### src/rtl/div_lzskip.sv
// div_lzskip: multi-cycle DIV/DIVU that skips leading dividend zeros using an external clz count
module div_lzskip #(
  parameter int WIDTH = 32
) (
  input  logic             clk,
  input  logic             reset,
  input  logic             start,
  input  logic             is_signed,
  input  logic [WIDTH-1:0] dividend,
  input  logic [WIDTH-1:0] divisor,
  input  logic [5:0]       dividend_clz,
  output logic             busy,
  output logic             done,
  output logic [WIDTH-1:0] q,
  output logic [WIDTH-1:0] r,
  output logic             div_zero
);
  typedef enum logic [1:0] {IDLE, RUN, FIX, DONE} state_t;
  state_t state;
  logic [5:0] k, clz_sat, k_in;
  logic [WIDTH-1:0] sh, rem, qt, dvs, a_raw, abs_a, abs_b, qf, rf;
  logic neg_a, neg_b, dz, neg_a_in, neg_b_in, ge;
  logic [WIDTH:0] t, diff;
  always_comb begin
    neg_a_in = is_signed & dividend[WIDTH-1];
    neg_b_in = is_signed & divisor[WIDTH-1];
    abs_a = neg_a_in ? -dividend : dividend;
    abs_b = neg_b_in ? -divisor : divisor;
    clz_sat = dividend_clz > 6'd32 ? 6'd32 : dividend_clz;
    k_in = 6'd32 - clz_sat;
    // 33-bit trial keeps the compare exact for unsigned divisors above 2^31
    t = {rem, sh[WIDTH-1]};
    diff = t - {1'b0, dvs};
    ge = t >= {1'b0, dvs};
    qf = (neg_a ^ neg_b) ? -qt : qt;
    rf = neg_a ? -rem : rem;
  end
  always_ff @(posedge clk) begin
    if (reset) begin
      state <= IDLE;
      busy <= 1'b0;
      done <= 1'b0;
      q <= '0;
      r <= '0;
      div_zero <= 1'b0;
    end else begin
      case (state)
        IDLE: if (start) begin
          neg_a <= neg_a_in;
          neg_b <= neg_b_in;
          dvs <= abs_b;
          a_raw <= dividend;
          dz <= divisor == '0;
          k <= k_in;
          sh <= abs_a << clz_sat;
          rem <= '0;
          qt <= '0;
          busy <= 1'b1;
          state <= (k_in != 6'd0 && divisor != '0) ? RUN : FIX;
        end
        RUN: begin
          rem <= ge ? diff[WIDTH-1:0] : t[WIDTH-1:0];
          sh <= sh << 1;
          qt <= {qt[WIDTH-2:0], ge};
          k <= k - 6'd1;
          state <= k == 6'd1 ? FIX : RUN;
        end
        FIX: begin
          q <= dz ? '1 : qf;
          r <= dz ? a_raw : rf;
          div_zero <= dz;
          busy <= 1'b0;
          done <= 1'b1;
          state <= DONE;
        end
        default: begin
          done <= 1'b0;
          state <= IDLE;
        end
      endcase
    end
  end
endmodule

### config.mk
export PLATFORM = sky130hd
export DESIGN_NAME = div_lzskip
export DESIGN_NICKNAME = d
export VERILOG_FILES = /design/src/rtl/div_lzskip.sv
export SDC_FILE = /design/constraint.sdc
export NUM_CORES = 1
export LEC_CHECK = 0
export ABC_AREA = 1
export ABC_CLOCK_PERIOD_IN_PS = 7900
export CAP_MARGIN = 20
export CORE_MARGIN = 2
export CORE_UTILIZATION = 40
export CTS_CLUSTER_DIAMETER = 40
export CTS_CLUSTER_SIZE = 14
export DETAILED_ROUTE_END_ITERATION = 8
export GPL_TIMING_DRIVEN = 1
export PLACE_DENSITY = 0.65
export SLEW_MARGIN = 15
export SYNTH_ARGS = -nofsm -noshare
export SYNTH_HDL_FRONTEND = slang
export SYNTH_SLANG_ARGS = --single-unit
### constraint.sdc
create_clock -name clk -period 7.9 [get_ports clk]
set_input_delay 1.58 -clock clk [delete_from_list [all_inputs] [get_ports clk]]
set_output_delay 1.58 -clock clk [all_outputs]
set_load 0.02 [all_outputs]
==> impl_metrics.env <==
export IMPL_viasPerCell=5.45
export IMPL_min_to="q[22]"
export IMPL_fp_dieW_um=203
export IMPL_htreeDepth=2
export IMPL_grt_first_pass_wirelength_um=80700
export IMPL_power_leakage_uw=0.00802
export IMPL_synth_seq_cells=238
export IMPL_clk_latency_ps=570
export IMPL_fin_util_pct=49.4
export IMPL_critPathRequiredTime_ps=8210
export IMPL_cts_hold_buffers=0
export IMPL_die_area_mm2=0.0413
export IMPL_pwr_share_seq_pct=33.3
export IMPL_rsz0062_at_grt="no"
export IMPL_grt_pass1_vias=14600
export IMPL_pwr_density_cell_mw_per_mm2=286
export IMPL_fin_ws_ps=2850
export IMPL_crit_path_start_kind="input pin"
export IMPL_cts_root_buf="clkbuf_16"
export IMPL_dp_hpwl_um=38100
export IMPL_hold_start="q[22]"
export IMPL_globalplace_congestion=0.961
export IMPL_vias=15600
export IMPL_core_mm2=0.0389
export IMPL_cap_violations=0
export IMPL_reg2reg_slack_ps=4690
export IMPL_cts_buffers=43
export IMPL_rr_startpoint="state[1]"
export IMPL_timing_worst_setup_path_type="input pin to register"
export IMPL_outcome="complete, no violations"
export IMPL_hold_class="register to register"
export IMPL_ioPinCount=141
export IMPL_syn_avg_cell_area_um2=7.24
export IMPL_synth_seq_area_share_pct=40.7
export IMPL_final_cell_area_mm2=0.0192
export IMPL_clockBufferDepth=3
export IMPL_antenna_found_initial=0
export IMPL_place_area_mm2=0.0177
export IMPL_area_growth_pct=21.2
export IMPL_slew_headroom_pct=20.7
export IMPL_wl_per_cell_um=17.7
export IMPL_hold_depth=2
export IMPL_grt_max_degree=68
export IMPL_finalSetupViolations=0
export IMPL_drv_slew=0
export IMPL_finClkSkew_ps=24.8
export IMPL_p_total_uw=5510
export IMPL_gr_total_overflow=0
export IMPL_drcViolationCount=0
export IMPL_vdd_drop_max_uv=147
export IMPL_p_sw_uw=2070
export IMPL_synthCells=2193
export IMPL_drt_iter0_drc=1428
export IMPL_start_util_pct=40.8
export IMPL_syn_area_mm2=0.0159
export IMPL_hold_violations=0
export IMPL_setup_tns_ps=0
export IMPL_critPathArrivalTime_ps=5360
export IMPL_yosys_warnings=0
export IMPL_sw_frac_of_total_pct=37.5
export IMPL_pwr_share_clk_pct=34.1
export IMPL_internal_power_uw=3440
export IMPL_die_h_um=203
export IMPL_wl_um=50800
export IMPL_syn_nets=2307
export IMPL_grtUsageTotal_pct=24.7
export IMPL_path_clk_slew_ps=50
export IMPL_cp_max_fo=18
export IMPL_layout_worst_path_cycle_share_pct=63.9
export IMPL_min_period_ps=5050
export IMPL_cts_sinks=238
export IMPL_antennaDiodeCount=0
export IMPL_postCtsSetupRepairBufs=0
export IMPL_timing_fmax_ghz=0.198
export IMPL_drive_above_1_share_pct=5.96
export IMPL_cts_tree="yes"
export IMPL_r2r_end="sh[7]"
export IMPL_io_buffers=140
export IMPL_cts_resized=0
export IMPL_pre_cts_slack_ps=2430
export IMPL_rows=72
export IMPL_reg2regPathDepth=6
export IMPL_first_pass_iters=6
export IMPL_power_frac_comb_pct=32.6
export IMPL_drt_antenna_violating_nets=0
export IMPL_endpoint_kind="register"
export IMPL_synth_distinct_cells=49
export IMPL_tightest_slew_ps=1190
export IMPL_nets=2427
## cell usage after synthesis (all sizes together)
master	instances	area [um2]
nand4	17	106
clkinv	5	18.8
nand3	305	1550
nor2	268	1030
xor2	56	490
clkbuf	47	176
o211ai	14	105
a21boi	1	7.51
o41ai	2	17.5
ha	39	488
a31oi	41	257
nand2	553	2110
a22o	7	61.3
edfxtp	169	5070
nor3	32	170
inv	232	871
nand3b	12	90.1
o21bai	3	22.5
o31ai	3	22.5
buf	33	194
nor4	9	56.3
nor3b	1	7.51
o221ai	6	52.6
fa	1	20.0
o21ai	140	719
o211a	1	10.0
or2	9	56.3
dfxtp	69	1380
xnor2	23	201
a21oi	86	445
o21a	1	7.51
o22ai	1	6.26
a21o	7	52.6
## power groups by stage
stage,Clock (uW),Combinational (uW),Sequential (uW)
after floorplan,0,1230,1850
after global placement,0,1740,1850
after detailed placement,0,1760,1850
after CTS,1910,1770,1830
after global routing,1970,2020,1860
final,1880,1800,1840
## layout by cell type (no fill, tap or decap), types with 14 or more instances in the layout
| cell type | n |
|---|---|
| nand2_1 | 547 |
| a21oi_1 | 82 |
| nand4_1 | 17 |
| edfxtp_1 | 169 |
| clkdlybuf4s50_1 | 139 |
| nor3_1 | 30 |
| ha_1 | 39 |
| dfxtp_1 | 69 |
| xor2_1 | 56 |
| nor2_1 | 254 |
| inv_1 | 219 |
| o211ai_1 | 14 |
| o21ai_0 | 103 |
| nand3_1 | 301 |
| xnor2_1 | 23 |
| a31oi_1 | 41 |
| o21ai_1 | 34 |
| clkbuf_16 | 45 |
## logic make-up (layout without fill, tap and decap cells)
| kind of cell | Yosys count | in the layout | synth area share (%) |
|---|---|---|---|
| and+or+nand+nor | 1206 | 1206 | 32.6 |
| buffers and inverters | 317 | 472 | 7.93 |
| AOI/OAI and AO/OA | 313 | 313 | 11.3 |
| DFF | 238 | 238 | 40.7 |
| xor gates and xnor gates | 79 | 79 | 4.36 |
| adders and majority gates | 40 | 40 | 3.20 |
## cell type report
class / count / area [um2]
Sequential cell: 238 / 6460
Clock buffer: 57 / 1230
Timing Repair Buffer: 155 / 1560
Multi-Input combinational cell: 1638 / 8190
Clock inverter: 23 / 264
Tap cell: 518 / 648
Inverter: 237 / 890
Fill cell: 3856 / 19700
## how the worst max path moves through the flow
| stage | startpoint | slack (ps) | depth (start not counted) | endpoint |
|---|---|---|---|---|
| 2_1_floorplan | reset | 1260 | 3 | k[0] |
| 3_3_place_gp | dividend_clz[5] | 2450 | 7 | sh[25] |
| 3_5_place_dp | dividend_clz[5] | 2430 | 7 | sh[24] |
| 4_1_cts | dividend_clz[5] | 2990 | 7 | sh[24] |
| 5_1_grt | dividend_clz[5] | 2650 | 7 | sh[24] |
| 6_report | dividend_clz[5] | 2850 | 7 | sh[24] |
## critical path, stage by stage
cell and delay (ps):
clkdlybuf4s50_1 490, nor2_1 930, clkinv_1 900, nor2_1 1070, o211ai_1 190, nand3_1 140, nand2_1 60
## routing by layer
layer / GRT usage [%] / up-vias / routed length (um)
met5: 0 / - / 0
met4: 8.13 / 0 / 1560
met3: 4.68 / 103 / 4440
met2: 37.3 / 656 / 21700
met1: 35.7 / 7244 / 23100
li1: - / 7625 / -
## flip-flops by register name, indices dropped and copies added (netlist names), 2 cells and up
name   count
a_raw     32
state      2
qt        32
q         32
sh        32
rem       32
k          6
dvs       32
r         32
## metrics by stage
stage	cells	hold slack [ps]
finish	2866	467
global route	2866	505
CTS	2863	473
detailed placement	2783	463
global placement	2782	459
floorplan	2193	494
(Power assumes the default switching activity.)
